[src/rtl/uart_sched_pkg.sv]
// Shared types and sizing helpers for the UART transmit scheduler.
package uart_sched_pkg;

    typedef enum logic [1:0] {
        IDLE      = 2'd0,
        ISSUE     = 2'd1,
        WAIT_BUSY = 2'd2,
        WAIT_DONE = 2'd3
    } sched_state_e;

    localparam int BURST_W = 8;

    // A single requester index still needs one bit, so the width never drops to zero.
    function automatic int gid_width(input int n);
        return (n <= 2) ? 1 : $clog2(n);
    endfunction

endpackage

[src/rtl/uart_tx_scheduler_if.sv]
// Requester-side and transmitter-side signals of the scheduler, grouped as one bundle.
// Requester handshake: req[i] with data/last is held until ack[i] pulses; the next byte may follow one cycle later.
interface uart_tx_scheduler_if
    import uart_sched_pkg::*;
#(
    parameter int N_REQ = 4
);
    localparam int GW = gid_width(N_REQ);

    logic [N_REQ-1:0]   req;
    logic [8*N_REQ-1:0] data;
    logic [N_REQ-1:0]   last;
    logic [N_REQ-1:0]   ack;
    logic               tx_data_valid;
    logic [7:0]         tx_data;
    logic               tx_busy;
    logic [GW-1:0]      grant_id;
    logic               active;

    modport master (
        output req, data, last, tx_busy,
        input  ack, tx_data_valid, tx_data, grant_id, active
    );

    modport slave (
        input  req, data, last, tx_busy,
        output ack, tx_data_valid, tx_data, grant_id, active
    );

endinterface

[src/rtl/uart_rr_arbiter.sv]
// Rotating-priority picker: the first asserted request at or after ptr, wrapping modulo N_REQ.
module uart_rr_arbiter
    import uart_sched_pkg::*;
#(
    parameter int N_REQ = 4,
    localparam int GW   = gid_width(N_REQ)
) (
    input  logic [N_REQ-1:0] req,
    input  logic [GW-1:0]    ptr,
    output logic [GW-1:0]    winner,
    output logic             found
);

    logic [GW-1:0] idx;

    always_comb begin
        winner = '0;
        found  = 1'b0;
        idx    = '0;
        for (int i = 0; i < N_REQ; i++) begin
            idx = GW'((int'(ptr) + i) % N_REQ);
            if (!found && req[idx]) begin
                winner = idx;
                found  = 1'b1;
            end
        end
    end

endmodule

[src/rtl/uart_tx_scheduler.sv]
// Round-robin, frame-locked sharing of one UART transmitter among N_REQ byte streams.
// Every output is a register; a byte is launched on the edge that enters ISSUE.
module uart_tx_scheduler
    import uart_sched_pkg::*;
#(
    parameter int N_REQ     = 4,
    parameter int MAX_BURST = 16
) (
    input  logic               clk,
    input  logic               rst_n,
    input  logic               en,
    uart_tx_scheduler_if.slave bus,
    output sched_state_e       state
);

    localparam int GW = gid_width(N_REQ);
    localparam logic [BURST_W-1:0] BURST_LIMIT = BURST_W'(MAX_BURST);
    localparam logic [GW-1:0]      LAST_ID     = GW'(N_REQ - 1);

    sched_state_e       state_q, state_d;
    logic [GW-1:0]      ptr_q, ptr_d, grant_q, grant_d, winner, sel;
    logic               found, issue;
    logic [BURST_W-1:0] burst_q, burst_d;
    logic               last_q, last_d, active_q, active_d, valid_q, valid_d;
    logic [N_REQ-1:0]   ack_q, ack_d;
    logic [7:0]         data_q, data_d;

    uart_rr_arbiter #(.N_REQ(N_REQ)) u_arb (
        .req    (bus.req),
        .ptr    (ptr_q),
        .winner (winner),
        .found  (found)
    );

    always_ff @(posedge clk or negedge rst_n) begin
        if (!rst_n) begin
            state_q  <= IDLE;
            ptr_q    <= '0;
            grant_q  <= '0;
            burst_q  <= '0;
            last_q   <= 1'b0;
            active_q <= 1'b0;
            valid_q  <= 1'b0;
            ack_q    <= '0;
            data_q   <= '0;
        end else begin
            state_q  <= state_d;
            ptr_q    <= ptr_d;
            grant_q  <= grant_d;
            burst_q  <= burst_d;
            last_q   <= last_d;
            active_q <= active_d;
            valid_q  <= valid_d;
            ack_q    <= ack_d;
            data_q   <= data_d;
        end
    end

    always_comb begin
        state_d  = state_q;
        ptr_d    = ptr_q;
        grant_d  = grant_q;
        burst_d  = burst_q;
        last_d   = last_q;
        active_d = active_q;
        valid_d  = 1'b0;
        ack_d    = '0;
        data_d   = data_q;
        issue    = 1'b0;
        sel      = grant_q;

        if (!en) begin
            // Abort: drop the grant but keep the pointer so fairness is preserved.
            state_d  = IDLE;
            active_d = 1'b0;
            burst_d  = '0;
        end else begin
            case (state_q)
                IDLE: begin
                    if (!bus.tx_busy && found) begin
                        grant_d  = winner;
                        active_d = 1'b1;
                        burst_d  = '0;
                        sel      = winner;
                        issue    = 1'b1;
                        state_d  = ISSUE;
                    end
                end
                ISSUE: begin
                    burst_d = (burst_q == '1) ? burst_q : burst_q + BURST_W'(1);
                    state_d = WAIT_BUSY;
                end
                WAIT_BUSY: begin
                    if (bus.tx_busy) state_d = WAIT_DONE;
                end
                WAIT_DONE: begin
                    if (!bus.tx_busy) begin
                        if (!last_q && (burst_q < BURST_LIMIT) && bus.req[grant_q]) begin
                            issue   = 1'b1;
                            state_d = ISSUE;
                        end else begin
                            active_d = 1'b0;
                            ptr_d    = (grant_q == LAST_ID) ? '0 : grant_q + GW'(1);
                            state_d  = IDLE;
                        end
                    end
                end
                default: state_d = IDLE;
            endcase
        end

        // Byte, its end-of-frame flag and the ack are all taken on the edge entering ISSUE.
        if (issue) begin
            valid_d    = 1'b1;
            ack_d[sel] = 1'b1;
            data_d     = bus.data[int'(sel)*8 +: 8];
            last_d     = bus.last[sel];
        end
    end

    assign bus.ack           = ack_q;
    assign bus.tx_data_valid = valid_q;
    assign bus.tx_data       = data_q;
    assign bus.grant_id      = grant_q;
    assign bus.active        = active_q;
    assign state             = state_q;

endmodule

[src/flat_wrapper.sv]
// flat-port wrapper written by rule: the top's interface ports become plain ports
module uart_tx_scheduler_flat import uart_sched_pkg::*;
#(
    parameter int N_REQ     = 4,
    parameter int MAX_BURST = 16
)
  (clk, rst_n, en, state, bus_req, bus_data, bus_last, bus_tx_busy, bus_ack, bus_tx_data_valid, bus_tx_data, bus_grant_id, bus_active);
  uart_tx_scheduler_if #(.N_REQ(N_REQ)) bus_i ();
  input  logic clk;
  input  logic rst_n;
  input  logic en;
  output sched_state_e state;
  input wire logic [$bits(bus_i.req)-1:0] bus_req;
  input wire logic [$bits(bus_i.data)-1:0] bus_data;
  input wire logic [$bits(bus_i.last)-1:0] bus_last;
  input wire logic [$bits(bus_i.tx_busy)-1:0] bus_tx_busy;
  output wire logic [$bits(bus_i.ack)-1:0] bus_ack;
  output wire logic [$bits(bus_i.tx_data_valid)-1:0] bus_tx_data_valid;
  output wire logic [$bits(bus_i.tx_data)-1:0] bus_tx_data;
  output wire logic [$bits(bus_i.grant_id)-1:0] bus_grant_id;
  output wire logic [$bits(bus_i.active)-1:0] bus_active;
  assign bus_i.req = bus_req;
  assign bus_i.data = bus_data;
  assign bus_i.last = bus_last;
  assign bus_i.tx_busy = bus_tx_busy;
  assign bus_ack = bus_i.ack;
  assign bus_tx_data_valid = bus_i.tx_data_valid;
  assign bus_tx_data = bus_i.tx_data;
  assign bus_grant_id = bus_i.grant_id;
  assign bus_active = bus_i.active;
  uart_tx_scheduler #(.N_REQ(N_REQ), .MAX_BURST(MAX_BURST)) u_core (.clk(clk), .rst_n(rst_n), .en(en), .bus(bus_i), .state(state));
endmodule
[config.mk]
export PLATFORM = sky130hd
export DESIGN_NAME = uart_tx_scheduler_flat
export DESIGN_NICKNAME = d
export VERILOG_FILES = /design/src/rtl/uart_sched_pkg.sv /design/src/rtl/uart_tx_scheduler_if.sv /design/src/rtl/uart_rr_arbiter.sv /design/src/rtl/uart_tx_scheduler.sv /design/src/flat_wrapper.sv
export SDC_FILE = /design/constraint.sdc
export NUM_CORES = 1
export LEC_CHECK = 0
export CAP_MARGIN = 20
export CORE_MARGIN = 5
export CORE_UTILIZATION = 49
export CTS_CLUSTER_DIAMETER = 120
export DETAILED_ROUTE_END_ITERATION = 16
export GPL_ROUTABILITY_DRIVEN = 0
export MAX_ROUTING_LAYER = met4
export PLACE_DENSITY = 0.87
export SYNTH_ARGS = -nofsm -noshare
export SYNTH_HDL_FRONTEND = slang
export SYNTH_HIERARCHICAL = 1
export SYNTH_SLANG_ARGS = --single-unit
[constraint.sdc]
create_clock -name clk -period 4.05 [get_ports clk]
set_input_delay 0.81 -clock clk [delete_from_list [all_inputs] [get_ports clk]]
set_output_delay 0.81 -clock clk [all_outputs]
set_load 0.02 [all_outputs]
==> results of run 1 <==
==> logic make-up after synthesis <==
logic type      synth area share (%)
compound gates                  21.8
fa+ha+maj                       4.24
buf+inv                         6.71
flops                           41.0
mux                             4.59
simple gates                    21.7
==> final cells by class <==
class                   count  area (sq um)
fillers                   278           933
multi-input cells         157           926
flip-flops and latches     29           726
repair buffers             63           626
clock inverters             3          65.1
well taps                  46          57.6
inverters                  12          45.0
clock buffers               5          37.5
==> worst max path at each step <==
stage,from,end,slack (ns),cells past startpoint
2_1_floorplan,bus_req[3],u_core/bus.tx_data[0]$_DFFE_PN0P_,1.88,9
3_3_place_gp,bus_req[0],u_core/bus.tx_data[6]$_DFFE_PN0P_,0.92,9
3_5_place_dp,bus_req[3],u_core/bus.tx_data[1]$_DFFE_PN0P_,0.78,9
4_1_cts,bus_req[3],u_core/bus.tx_data[1]$_DFFE_PN0P_,1.12,9
5_1_grt,bus_req[3],u_core/bus.tx_data[1]$_DFFE_PN0P_,0.89,9
6_report,bus_req[3],u_core/bus.tx_data[1]$_DFFE_PN0P_,1.08,9
==> sequential cells by signal, indices dropped and copies added, names as in the netlist <==
register / cells
u_core/ptr_q: 2
u_core/bus.tx_data_valid: 1
u_core/bus.tx_data: 8
u_core/burst_q: 8
u_core/bus.grant_id: 2
u_core/state: 2
u_core/bus.ack: 4
u_core/last_q: 1
u_core/bus.active: 1
==> worst register-to-register path, delay by kind of cell (launching register included) <==
family | cells | cell delay (ns)
and+or+nand+nor | 1 | 0.23
AOI/OAI and AO/OA | 3 | 0.44
muxes | 1 | 0.56
adders and majority gates | 1 | 0.29
buffers and inverters | 2 | 0.43
DFF | 1 | 0.45
==> through the flow <==
step / std cells / setup WS (ns) / power (mW) / area, sq um
after floorplan: 207 / 1.88 / 0.966 / 1770
final: 315 / 1.08 / 1.49 / 2480
after global routing: 315 / 0.889 / 1.60 / 2480
after detailed placement: 307 / 0.778 / 1.19 / 2380
after global placement: 307 / 0.916 / 1.17 / 2380
after CTS: 315 / 1.12 / 1.49 / 2480
==> metal layers <==
layer	up-vias	GRT usage [%]	wire length (um)
met5	-	-	0
met4	0	5.96	48
met3	6	7.75	534
met2	85	30.1	2090
met1	798	22.7	1830
li1	858	-	-
==> power by group <==
part / internal [mW] / switching (mW)
clock: 0.191 / 0.107
combinational: 0.340 / 0.403
sequential: 0.371 / 0.0743
==> synth_stat cells, drive strengths merged, types with 2 or more instances <==
cell type,instances
a32o,9
buf,9
a31oi,2
and3,2
o21ai,26
o21a,2
ha,6
nor2,11
nor3,7
mux2i,2
nand2,47
a21oi,17
dfrtp,29
nand2b,3
inv,12
nand3,6
mux2,2
==> results.toml, run 1 <==
[run_status]
status = "finished clean"

[cells_and_area]
drive_above_1_share_pct = 7.43
final_common_cell = "clkdlybuf4s50_1"
postLayoutCoreUtil_pct = 72.7
nets = 318
area_growth_pct = 40.2
final_cell_mix = "61 x clkdlybuf4s50_1, 47 x nand2_1, 29 x dfrtp_1"
diodes = 0

[critical_path]
cpPeakStageDelay_ns = 0.58
worstReg2RegStart = "u_core/state[0]$_DFFE_PN0P_"
rr_worst_depth = 8
rrSetupSlack_ns = 1.55
crit_fanout = 21
arrival_ns = 3.19
critical_path_class = "in -> reg"
crit_required_ns = 4.27
cp_num_buf_inv = 2
crit_path_end_kind = "register"
r2r_end = "u_core/bus.tx_data[1]$_DFFE_PN0P_"
start_kind = "input port"
critPathTopFamily = "buffers and inverters"
cpMaxStageDelayCell = "mux2i_4"
worstPathCellList = "clkdlybuf4s50_1 > nor2_1 > nand3_1 > nand4b_2 > mux2i_4 > inv_2 > a21oi_1 > a32o_1 > o21ai_1"

[clock_tree]
htree_levels = 2
clkLatencyLatePin_ns = 0.33
cts_setup_buffers = 0
clkTransAtPathRegs_ns = 0.10
cts_sinks = 29
cts_tree = "built"
clockBufferDepth = 2
ctsResizeCount = 0
cts_buffers = 5
ctsRootBufferMaster = "clkbuf_4"
ctsHoldBuffers = 0

[grt]
grt_pass1_wl_um = 7500
grt_overflow = 0
grt_pass1_vias = 1713
grt_max_degree = 30
antenna_found_initial = 0
grt_util_all_layers_pct = 19.2

[placement]
port_buffers = 61
hpwl_um = 3300

[synthesis]
synth-edff-count = 0
ys_ff_latch = 29
synthArstFlopShare_pct = 100
ys_types = 38
syn_area_per_cell_sq_um = 8.55
synth_ff_type = "dfrtp_1"
yosysSeqAreaShare_pct = 41.0
synth_cells = 207
netlist_area_sq_um = 1770
synth_largest_area_cell = "dfrtp_1"
synth_top_area_share_pct = 41.0
synth.area.top_cells = "dfrtp_1 41%, nand2_1 10%, a32o_1 5.1%, a21oi_1 4.8%, o21ai_0 4.8%"
syn-num-nets = 257
yosysWarnings = 6

[detailed_routing]
final_antenna_net_count = 0
via_per_inst = 5.55
vias = 1747
post_drt_wl_per_cell_um = 14.3
wl_um = 4500
drtIter0Drc = 214
drc = 0
dr.pass1.iters = 4

[run]
drv_cap = 0

[die]
start_util_pct = 51.8
core_sq_um = 3420
design.die.area_sq_um = 4920
die_x_um = 70.1
rows = 21
io_pins = 62
die_y_um = 70.1

[power_and_ir_drop]
power_leakage_nw = 1.09
ir_worst_vdd_mv = 0.497
pwr_density_cell_nw_per_um2 = 599

[sta]
rsz0062_at_grt = "no"
finalCritPeriodShare_pct = 73.3
slew_headroom_pct = 59.7
hold_slack_ns = 0.499
finalCriticalPeriod_ns = 2.97
hold_viol_final = 0
worstMarginPinSlew_ns = 0.592
fmax_mhz = 337
setup-violations-final = 0
tns_ns = 0
finalClockSkew_ns = 0.0109
drv_slew = 0

[hold_path]
whs_path_depth = 2
whs_endpoint = "u_core/last_q$_DFFE_PN0P_"
worstHoldPathType = "reg -> reg"
hp-start = "u_core/last_q$_DFFE_PN0P_"
No activity file was read; power rests on OpenSTA's default activity.
==> run 2: changes to the inputs <==
CORE_UTILIZATION = 41   (was 49)
PLACE_DENSITY = 0.78   (was 0.87)
clock period = 2.4 ns   (was 4.05 ns; I/O delays follow)
==> run 2 against run 1 <==
Clock power rose by 74%. Setup slack got worse by 0.87 ns. Routed wire length rose by 1.6%. Clock skew fell by 0.0073 ns. Critical path depth did not move. Non-clock buffer count rose by 15. Via count rose by 4.1%. Global-route usage fell by 1.2 points. Total power rose by 78%. Critical path type unchanged.
==> results.toml, run 2 (synthesis results as in run 1) <==
[sta]
drv_slew = 0
finalCriticalPeriod_ns = 2.19
finalCritPeriodShare_pct = 91.3
fin_ws_ns = 0.209
hold_viol_final = 0
slew_headroom_pct = 75.6
setup-violations-final = 0
worstMarginPinSlew_ns = 0.367
rsz0062_at_grt = "no"
fmax_mhz = 456
finalClockSkew_ns = 0.00363

[hold_path]
hp-start = "u_core/bus.tx_data[3]$_DFFE_PN0P_"
whs_endpoint = "u_core/bus.tx_data[3]$_DFFE_PN0P_"
whs_path_depth = 2
worstHoldPathType = "reg -> reg"

[grt]
grt_pass1_wl_um = 7660
grt_pass1_vias = 1716
grt_overflow = 0
grt_util_all_layers_pct = 18.1
antenna_found_initial = 0
grt_max_degree = 30

[power_and_ir_drop]
power.total_mw = 2.64
ir_worst_vdd_mv = 0.507
pwr_density_cell_nw_per_um2 = 1010
power_leakage_nw = 1.17

[critical_path]
crit_path_end_kind = "register"
cp_num_buf_inv = 3
cpMostUsedCell = "a21oi_1"
critPathTopFamily = "compound AO/OA/AOI/OAI gates"
arrival_ns = 2.39
rr_worst_depth = 9
worstPathCellList = "clkdlybuf4s50_1 > inv_1 > a221o_1 > a21oi_1 > mux2i_2 > inv_2 > a21oi_1 > a32o_1 > o21ai_1"
cpMaxStageDelayCell = "clkdlybuf4s50_1"
rrSetupSlack_ns = 0.26
cpPeakStageDelay_ns = 0.52
crit_fanout = 20
crit_required_ns = 2.60
r2r_end = "u_core/bus.tx_data[7]$_DFFE_PN0P_"
start_kind = "input port"
critical_path_class = "in -> reg"
worstReg2RegStart = "u_core/state[0]$_DFFE_PN0P_"

[detailed_routing]
highest_layer = "met4"
dr.pass1.iters = 4
dr_wl_met3_um = 539
wl_met1_um = 1920
drc = 0
vias = 1819
route.met2.wl_um = 2080
via_per_inst = 5.45
post_drt_wl_per_cell_um = 13.7
wl_um = 4570
final_antenna_net_count = 0
drtIter0Drc = 126

[clock_tree]
ctsRootBufferMaster = "clkbuf_8"
clockBufferDepth = 2
cts_tree = "built"
cts_buffers = 5
cts_setup_buffers = 0
clkLatencyLatePin_ns = 0.28
cts_sinks = 29
htree_levels = 2
ctsHoldBuffers = 0
ctsResizeCount = 0
clkTransAtPathRegs_ns = 0.06

[cells_and_area]
final_cell_mix = "61 x clkdlybuf4s50_1, 47 x nand2_1, 29 x dfrtp_1"
diodes = 0
drive_above_1_share_pct = 12.0
area_growth_pct = 48.3
ff_latch_area_sq_um = 726
nets = 333
fillCellCount = 348
multi_input_area_sq_um = 926
final_common_cell = "clkdlybuf4s50_1"

[die]
io_pins = 62
core_sq_um = 4090
rows = 23
design.die.area_sq_um = 5730
start_util_pct = 43.3
die_y_um = 75.7
die_x_um = 75.7

[run_status]
status = "finished clean"

[run]
drv_cap = 0

[placement]
hpwl_um = 3560
dp_slack_ns = -0.0867
port_buffers = 61
[run 2: cell types whose count changed in the layout (fill, tap and decap cells not counted), sizes merged]
cell,before,now
clkinv,1,0
clkbuf,5,7
buf,2,17
bufinv,2,1
[run 2: worst max path at each step]
stage | end | cells past startpoint | from
2_1_floorplan | u_core/bus.tx_data[1]$_DFFE_PN0P_ | 9 | u_core/state[0]$_DFFE_PN0P_
3_3_place_gp | u_core/bus.tx_data[0]$_DFFE_PN0P_ | 9 | bus_req[1]
3_5_place_dp | u_core/bus.tx_data[1]$_DFFE_PN0P_ | 9 | bus_req[1]
4_1_cts | u_core/bus.tx_data[0]$_DFFE_PN0P_ | 9 | bus_req[1]
5_1_grt | u_core/bus.tx_data[0]$_DFFE_PN0P_ | 9 | bus_req[1]
6_report | u_core/bus.tx_data[0]$_DFFE_PN0P_ | 9 | bus_req[1]
[run 2: metal layers]
layer | track usage [%] | vias to the layer above
met5 | - | -
met4 | 4.08 | 0
met3 | 7.65 | 3
met2 | 26.9 | 82
met1 | 22.9 | 848
li1 | - | 886
[run 2: final cells by class]
type,count,share of cell area (%)
Multi-Input combinational cell,157,35.3
Timing Repair Buffer,78,28.6
Sequential cell,29,27.6
Clock buffer,7,3.29
Tap cell,50,2.38
Inverter,12,1.72
Clock inverter,1,1.14
[run 2: per-stage QoR]
| step | setup TNS, ns | hold slack, ns | area (sq um) | utilization (%) | instances |
|---|---|---|---|---|---|
| floorplan | 0 | 0.184 | 1770 | - | 207 |
| global placement | -0.337 | 0.468 | 2510 | 61.4 | 326 |
| detailed placement | -0.499 | 0.474 | 2510 | 61.4 | 326 |
| CTS | 0 | 0.488 | 2630 | 64.3 | 334 |
| global route | 0 | 0.521 | 2630 | 64.3 | 334 |
| finish | 0 | 0.485 | 2630 | 64.3 | 334 |
[run 2: worst min-delay path, cell delays in order, from the launching register on]
cell,delay (ns)
dfrtp_1,0.34
nand2_1,0.05
o21ai_1,0.06
[run 2: power breakdown]
part | switching (mW) | internal [mW]
logic | 0.703 | 0.672
registers | 0.120 | 0.628
clock network | 0.182 | 0.338
total | 1.01 | 1.64
==> edit, RTL diff (flow settings as in run 2) <==
`data_q` no longer has a reset.
--- a/src/rtl/uart_tx_scheduler.sv
+++ b/src/rtl/uart_tx_scheduler.sv
@@ -44,3 +44,2 @@
             ack_q    <= '0;
-            data_q   <= '0;
         end else begin
@@ -54,4 +53,7 @@
             ack_q    <= ack_d;
-            data_q   <= data_d;
         end
+    end
+
+    always_ff @(posedge clk) begin
+        data_q <= data_d;
     end
Behaviour: not the same (a bounded check fails within 4 cycles, from zero or initial values and one cycle with rst_n low).
==> edit against run 2 <==
  * Count of clock-buffer cells in the layout fell by 2
  * Area after synthesis is 3.5% lower
  * Routed wire length is 3.7% lower
  * Worst setup slack got worse by 0.0051 ns
  * Sequential share of layout area is 2.3 points higher
  * Global-route usage shrank 0.75 points
  * Power decreased by 13%
  * Cell area down 2.5%
  * Sequential cell count unchanged
  * Critical endpoint is now u_core/last_q$_DFFE_PN0P_
==> edit: results (changes against run 2) <==
| Metric | Value |
|---|---|
| Outcome | finished, final reports clean |
| Top cells by area, synth | dfrtp_1 31%, edfxtp_1 14%, nand2_1 10%, o21ai_0 5.0%, and3_1 4.8% |
| Critical path's largest stage delay | 0.55 ns (+0.03 ns) |
| Commonest cells in the netlist | 46 x nand2_1, 21 x dfrtp_1, 17 x o21ai_0, 13 x and3_1 |
| CP max FO | 18 (-10%) |
| Share of layout cells above drive strength 1 | 10.78% (-1.2 points) |
| Ys async rst share | 72.41% (-28 points) |
| Final HPWL DP | 3427 um (-3.7%) |
| Sequential area share after synthesis | 44.84% (+3.8 points) |
| Crit path max-delay family | buffers and inverters |
| VDD IR max | 0.5514 mV (+8.8%) |
| Routed via count | 1654 (-9.1%) |
| Setup WS pre-CTS | -0.09056 ns (-0.003834 ns) |
| Setup Skew | 0.006592 ns (+0.002962 ns) |
| Initial DRC count | 76 (-40%) |
| Pin count of the biggest net entering global routing | 22 (-27%) |
| Overall routing resource usage | 17.31% (-0.75 points) |
| Synthesized net count | 243 (-5.4%) |
| Routed WL per cell | 13.80 um (+0.85%) |
| CP arrival | 2.37 ns (-0.02 ns) |
| Vias in the first global route | 1611 (-6.1%) |
| EDFF count, synth | 8 (+8) |
| Leakage dissipation | 1.132 nW (-3.0%) |
| Clk buf depth | 2 (unchanged) |
| Synth unique cells | 39 (+2.6%) |
| First-pass GRT wire length | 7251 um (-5.3%) |
==> edit: changes by cell type after synthesis, sizes merged, moves of 2 or more <==
cell    delta
a21oi      -9
a31oi      +8
a32o       -9
and3      +12
buf        -4
clkbuf     +2
dfrtp      -8
edfxtp     +8
nor2       -2
nor3       -4
o21ai      -9
==> edit: report_power, final <==
| part | total [mW] | internal [mW] | leakage (nW) | switching [mW] |
|---|---|---|---|---|
| Clock | 0.395 | 0.200 | 0.0439 | 0.196 |
| Combinational | 1.17 | 0.580 | 0.733 | 0.588 |
| Sequential | 0.737 | 0.645 | 0.356 | 0.0915 |
==> edit: final cells by class <==
class / count / area, um2
fillers: 356 / 1469
multi-input cells: 146 / 863.3
flip-flops and latches: 29 / 765.7
repair buffers: 75 / 740.7
clock buffers: 5 / 68.82
well taps: 50 / 62.56
inverters: 11 / 41.29
clock inverters: 3 / 17.52
==> edit: path summary, 6_finish.rpt <==
path | from | endpoint | slack [ns] | cells after the start
max in group asynchronous | rst_n | u_core/ptr_q[1]$_DFFE_PN0P_ | 1.63 | 2
worst max-delay path | bus_req[0] | u_core/last_q$_DFFE_PN0P_ | 0.20 | 10
worst max register to register | u_core/state[0]$_DFFE_PN0P_ | u_core/last_q$_DFFE_PN0P_ | 0.27 | 9
worst min-delay path | u_core/last_q$_DFFE_PN0P_ | u_core/last_q$_DFFE_PN0P_ | 0.53 | 1
min in group asynchronous | rst_n | u_core/burst_q[0]$_DFFE_PN0P_ | 0.55 | 2
worst min register to register | u_core/last_q$_DFFE_PN0P_ | u_core/last_q$_DFFE_PN0P_ | 0.53 | 1
==> edit: routing by layer <==
layer  share of wire [%]  track usage, %  vias up
met2                  48           26.15       54
met4                 1.2           4.545        0
met1                  44           22.38      756
li1                    -               -      840
met3                 6.8           5.676        4
met5                   0               -        -
==> edit: per-stage QoR <==
step,std cells,setup TNS (ns)
2_1_floorplan,193,0
3_3_place_gp,311,-0.03323
3_5_place_dp,311,-0.6718
4_1_cts,319,0
5_1_grt,319,0
6_report,319,0
==> edit: cells by family after synthesis <==
family                     after synthesis  synth area share [%]
adders and majority gates                6                 4.395
and+or+nand+nor                         89                 25.20
DFF                                     29                 44.83
buffers and inverters                   18                 4.615
AOI/OAI and AO/OA                       45                 16.04
muxes                                    6                 4.908
==> edit: worst reg2reg max path: cells and delay by family, from the launching register on <==
kind | cells | cell delay [ns]
multiplexers | 2 | 0.51
adder cells (fa/ha/maj) | 1 | 0.28
AND/OR/NAND/NOR | 2 | 0.29
flip-flops | 1 | 0.44
AO/OA/AOI/OAI | 1 | 0.10
buffers and inverters | 3 | 0.43
